--- config.mk ---
export PLATFORM = sky130hd
export DESIGN_NAME = modulus_down_counter_flat
export DESIGN_NICKNAME = d
export VERILOG_FILES = /design/src/rtl/modulus_down_counter_if.sv /design/src/rtl/modulus_down_counter.sv /design/src/flat_wrapper.sv
export SDC_FILE = /design/constraint.sdc
export NUM_CORES = 1
export LEC_CHECK = 0
export ABC_AREA = 1
export CAP_MARGIN = 10
export CORE_MARGIN = 10
export CORE_UTILIZATION = 35
export CTS_BUF_LIST = sky130_fd_sc_hd__clkbuf_8
export DETAILED_ROUTE_END_ITERATION = 8
export PLACE_DENSITY = 0.75
export SLEW_MARGIN = 15
export SYNTH_ARGS = -nofsm -noshare
export SYNTH_HDL_FRONTEND = slang
export SYNTH_SLANG_ARGS = --single-unit
--- constraint.sdc ---
create_clock -name clk -period 1.65 [get_ports clk]
set_input_delay 0.33 -clock clk [delete_from_list [all_inputs] [get_ports clk]]
set_output_delay 0.33 -clock clk [all_outputs]
set_load 0.05 [all_outputs]
--- src/rtl/modulus_down_counter_if.sv ---
// Control/status bundle for the modulus down counter.
// Master drives load/enable/mode, slave returns count and flags.
interface modulus_down_counter_if #(
    parameter int LIMIT = 12
) ();
    localparam int W = $clog2(LIMIT + 1);

    logic         en;
    logic         load;
    logic [W-1:0] load_val;
    logic         mode;
    logic [W-1:0] Q;
    logic         tc;
    logic         wrap;
    logic         busy;

    modport master (
        output en, load, load_val, mode,
        input  Q, tc, wrap, busy
    );

    modport slave (
        input  en, load, load_val, mode,
        output Q, tc, wrap, busy
    );
endinterface

--- src/rtl/modulus_down_counter.sv ---
// Loadable modulus down counter, auto-reload or one-shot, with wrap pulse.
// Optional step prescaler enabled by defining MODDN_PRESCALE_EN.
module modulus_down_counter #(
    parameter int LIMIT    = 12,
    parameter int W        = $clog2(LIMIT + 1),
    parameter int PRESCALE = 4
) (
    input  logic                        clk,
    input  logic                        reset,
    modulus_down_counter_if.slave       bus
);
    typedef enum logic [1:0] {
        IDLE    = 2'd0,
        RUN     = 2'd1,
        EXPIRED = 2'd2
    } state_t;

    localparam logic [W-1:0] MAXV = W'(LIMIT);

    state_t       state, state_n;
    logic [W-1:0] q, q_n;
    logic         wrap, wrap_n;
    logic         busy, busy_n;
    logic         step;
    logic [W-1:0] start_val;

`ifdef MODDN_PRESCALE_EN
    localparam int PW = $clog2(PRESCALE);
    localparam logic [PW-1:0] PTOP = PW'(PRESCALE - 1);

    logic [PW-1:0] pre, pre_n;

    // Prescaler advances only on enabled RUN cycles; load restarts it.
    always_comb begin
        pre_n = pre;
        step  = 1'b0;
        if (bus.load) begin
            pre_n = '0;
        end else if (state == RUN && bus.en) begin
            if (pre == PTOP) begin
                pre_n = '0;
                step  = 1'b1;
            end else begin
                pre_n = pre + 1'b1;
            end
        end
    end

    // Prescaler register.
    always_ff @(posedge clk) begin
        if (reset) pre <= '0;
        else       pre <= pre_n;
    end
`else
    // Every enabled cycle is a step when no prescaler is built in.
    always_comb begin
        step = bus.en && (PRESCALE > 0);
    end
`endif

    assign start_val = (bus.load_val > MAXV) ? MAXV : bus.load_val;

    // Next-state, next-count and flag decode; load outranks counting.
    always_comb begin
        state_n = state;
        q_n     = q;
        wrap_n  = 1'b0;
        if (bus.load) begin
            q_n     = start_val;
            state_n = RUN;
        end else begin
            unique case (state)
                IDLE: begin
                end
                RUN: begin
                    if (step) begin
                        if (q != '0) begin
                            q_n = q - 1'b1;
                        end else if (!bus.mode) begin
                            q_n    = MAXV;
                            wrap_n = 1'b1;
                        end else begin
                            state_n = EXPIRED;
                            wrap_n  = 1'b1;
                        end
                    end
                end
                EXPIRED: begin
                end
                default: begin
                    state_n = IDLE;
                    q_n     = MAXV;
                end
            endcase
        end
        busy_n = (state_n == RUN);
    end

    // State, count and registered flags.
    always_ff @(posedge clk) begin
        if (reset) begin
            state <= IDLE;
            q     <= MAXV;
            wrap  <= 1'b0;
            busy  <= 1'b0;
        end else begin
            state <= state_n;
            q     <= q_n;
            wrap  <= wrap_n;
            busy  <= busy_n;
        end
    end

    assign bus.Q    = q;
    assign bus.tc   = (q == '0);
    assign bus.wrap = wrap;
    assign bus.busy = busy;
endmodule

--- src/flat_wrapper.sv ---
// flat-port wrapper written by rule: the top's interface ports become plain ports
module modulus_down_counter_flat 
#(
    parameter int LIMIT    = 12,
    parameter int W        = $clog2(LIMIT + 1),
    parameter int PRESCALE = 4
)
  (clk, reset, bus_en, bus_load, bus_load_val, bus_mode, bus_Q, bus_tc, bus_wrap, bus_busy);
  modulus_down_counter_if #(.LIMIT(LIMIT)) bus_i ();
  input  logic clk;
  input  logic reset;
  input wire logic [$bits(bus_i.en)-1:0] bus_en;
  input wire logic [$bits(bus_i.load)-1:0] bus_load;
  input wire logic [$bits(bus_i.load_val)-1:0] bus_load_val;
  input wire logic [$bits(bus_i.mode)-1:0] bus_mode;
  output wire logic [$bits(bus_i.Q)-1:0] bus_Q;
  output wire logic [$bits(bus_i.tc)-1:0] bus_tc;
  output wire logic [$bits(bus_i.wrap)-1:0] bus_wrap;
  output wire logic [$bits(bus_i.busy)-1:0] bus_busy;
  assign bus_i.en = bus_en;
  assign bus_i.load = bus_load;
  assign bus_i.load_val = bus_load_val;
  assign bus_i.mode = bus_mode;
  assign bus_Q = bus_i.Q;
  assign bus_tc = bus_i.tc;
  assign bus_wrap = bus_i.wrap;
  assign bus_busy = bus_i.busy;
  modulus_down_counter #(.LIMIT(LIMIT), .W(W), .PRESCALE(PRESCALE)) u_core (.clk(clk), .reset(reset), .bus(bus_i));
endmodule
==> impl_summary.md <==
Status
The run finished with clean final reports.

Logic synthesis
Of all flip-flops after synthesis, the portion carrying an async set or reset was 0. Yosys printed 0 warnings. The mean instance size in the synthesized netlist is between 6 and 7 um2.

Counting every net in the synthesized netlist gives 86. After synthesis, the cell types taking the most area are sky130_fd_sc_hd__dfxtp_1 (32%), sky130_fd_sc_hd__nand2_1 (15%), sky130_fd_sc_hd__nor2_1 (13%). For this run, the leading register cell type out of synthesis is sky130_fd_sc_hd__dfxtp_1.

The gate count after technology mapping is 76. After synthesis, the most frequently instantiated cells are sky130_fd_sc_hd__nand2_1 (20), sky130_fd_sc_hd__nor2_1 (17), sky130_fd_sc_hd__dfxtp_1 (8), sky130_fd_sc_hd__inv_1 (8), sky130_fd_sc_hd__nand3_1 (6). The count of state elements after synthesis is 8. Yosys mapped a number of flops with a built-in enable equal to 0.

The top cell type by total area after synthesis is sky130_fd_sc_hd__dfxtp_1. Summing every instance area after synthesis gives 493 um2. The number of different library cells used by synthesis comes to 17. The share of Yosys cell area claimed by the top area cell type is 0.325. Yosys instantiated no cell more often than sky130_fd_sc_hd__nand2_1.

Of the synthesized area, sequential elements account for 0.325.

Clocking
The H-tree depth is 1. The clock buffer count from CTS is 3. The clock latency reported for the late side of the worst-skew pair is around 230 ps. CTS placed an instance of sky130_fd_sc_hd__clkbuf_8 at the clock tree root. The hold-fix buffer count after cts is 0. The number of buffers between clock root and the deepest sink is 2. The clock-pin slew on the worst setup and hold paths is 40 ps. TritonCTS built the clock tree. The count of clock tree sinks is 8.

GRT
The number of global-route vias before repair was 511. For this run, global-route usage on met1 was measured as 0.0867. The global-route track usage on met2 is 0.120. The number of antenna violations at the first check in global routing came to 0. After global routing, the most crowded layer is met2. Entering global routing, the biggest net connects 8 pins. After global routing the overflow that remains totals 0.

In the global route stage, overall resource usage came out at 0.0814. The first-pass GRT wire length is around 2100 um. The met3 layer usage reported by global route is 0.0487.

Timing
Hold timing on the final database bottoms out at a slack of between 500 and 600 ps. After routing, the total negative slack on setup checks comes to 0 ps. The worst-case headroom to the max-slew limit is 0.750.

For the finished layout, the period the worst path requires is about 1600 ps. The transition time at the pin with the least slew margin is 374 ps. Setup repair after global routing left no endpoint under its margin. Dividing the final minimum period by the clock period gives 0.956.

Setup violations remaining at the end of the flow were counted as 0. The number of endpoints with negative hold slack in the final report is 0. Static timing analysis puts the maximum clock frequency at between 600 and 700 MHz. The number of slew-limit violations in the final report came to 0.

The largest clock skew in the final design is 1.93 ps.

Die
The region available for standard cell placement spans ~1300 um2. The floorplan die height is between 50 and 60 um. The die is between 50 and 60 um wide. The top-level port count is 16. The die covers ~3300 um2. The starting density of the core is 0.374. The total number of placement rows is 13.

Run
Across the run, the number of max-cap violations was 0.

Hold path
The path class of the tightest hold or removal check is flip-flop to flip-flop.

Detailed routing
The per-cell via count in the routed design is approximately 4.8. The number of routed nets with antenna violations is 0. The routed wire length is 1280 um. The number of DRC violations after detailed-routing iteration 0 is 19. Before antenna repair, the detailed router went through 4 iterations. After detailed routing, the average wire length per cell comes to 11.7 um. For this run, design rule violations remaining after detail routing come to 0. The routed via count is around 520.

Placement
Port buffering added 15 buffers. The placed wire-length estimate is 1000 um. At the end of routability-driven placement, the weighted congestion stood at just over 0.8.

Worst setup path
The element type at the critical path start is a flip-flop. By startpoint and endpoint, the worst setup path is classified as flip-flop to output port. The data required time at the worst endpoint is 1320 ps. For the worst setup path, the data arrival time is about 1300 ps. In this run the worst path has a maximum fanout of 5.

The worst setup path is captured at an output port.

Final layout
The area added between synthesis and finish is 47.0%. The proportion of layout cells with a drive suffix above 1 is 0.223. The antenna diode count is 0. The total number of nets in the final design is ~110.

Pwr
Across the VDD grid, the largest voltage drop is roughly 0.43 mV. Power spread over the standard cell area amounts to between 800 and 900 nW/um2. The standby leakage power is 0.374 nW.
final timing paths:
kind                                 startpoint              end  cells after the start  slack, ps
worst min-delay path            u_core.state[0]  u_core.bus.wrap                      2        560
worst max register to register  u_core.bus.Q[0]  u_core.bus.Q[3]                      9        280
worst max-delay path            u_core.bus.Q[0]           bus_tc                      5         70
worst min register to register  u_core.state[0]  u_core.bus.wrap                      2        560
cell usage in the layout (no fill, tap or decap), types with 2 or more instances in the layout:
cell	instances
sky130_fd_sc_hd__a21oi_1	3
sky130_fd_sc_hd__buf_12	3
sky130_fd_sc_hd__nor2_1	17
sky130_fd_sc_hd__inv_1	7
sky130_fd_sc_hd__nand2_1	20
sky130_fd_sc_hd__nand3_1	6
sky130_fd_sc_hd__inv_2	4
sky130_fd_sc_hd__nand3_2	2
sky130_fd_sc_hd__clkdlybuf4s50_1	8
sky130_fd_sc_hd__dfxtp_1	7
sky130_fd_sc_hd__clkbuf_8	3
sky130_fd_sc_hd__buf_4	4
power breakdown:
part | leakage, nW | switching (W) | total (W) | internal (W)
Combinational | 0.286 | 0.000111 | 0.000187 | 0.0000758
Sequential | 0.0664 | 0.0000167 | 0.000225 | 0.000208
Clock | 0.0216 | 0.0000735 | 0.000231 | 0.000158
worst max-delay path, cell delays in order, from the launching register on:
cell and delay, ps:
sky130_fd_sc_hd__dfxtp_2 320, sky130_fd_sc_hd__inv_2 90, sky130_fd_sc_hd__ha_1 180, sky130_fd_sc_hd__nand2_2 110, sky130_fd_sc_hd__nor2_8 160, sky130_fd_sc_hd__buf_12 150
final cells by class:
| type | instances | area, um2 |
|---|---|---|
| inverters | 11 | 41.3 |
| clock buffers | 3 | 41.3 |
| fillers | 119 | 593 |
| well taps | 15 | 18.8 |
| flip-flops and latches | 8 | 161 |
| multi-input cells | 57 | 292 |
| repair buffers | 15 | 170 |
cells by family (layout without fill, tap and decap cells):
group	Yosys count	count (layout)	synth area share
adders and majority gates	1	1	0.0254
and+or+nand+nor	50	50	0.497
buffers and inverters	11	29	0.0838
AOI/OAI and AO/OA	6	6	0.0685
DFF	8	8	0.325
timing repair:
item | 4_1_cts | 5_1_grt
resized for setup | 0 | 1
setup endpoints to repair | 0 | 1
setup buffers | 0 | 0
per-layer routing:
metal  routed length [um]  share of wire  vias up
met4                   31          0.024        0
li1                     -              -      276
met5                    0              0        -
met3                  108          0.084        5
met1                  558           0.44      230
met2                  582           0.45       10
metrics by stage:
stage | setup slack, ps | total power, W | utilization | cell area, um2 | cells
after floorplan | 16.8 | 0.000338 | - | 494 | 76
after global placement | 86.4 | 0.000411 | 0.519 | 683 | 106
after detailed placement | 84.3 | 0.000412 | 0.519 | 683 | 106
after CTS | 21.2 | 0.000649 | 0.550 | 724 | 109
after global routing | 35.3 | 0.000673 | 0.550 | 724 | 109
final | 72.1 | 0.000642 | 0.550 | 724 | 109
flip-flops by register name, indices dropped and copies added, names as in the netlist:
name,count
u_core.state,2
u_core.bus.busy,1
u_core.bus.wrap,1
u_core.bus.Q,4
Note: power is estimated with default switching activity, not from simulation.
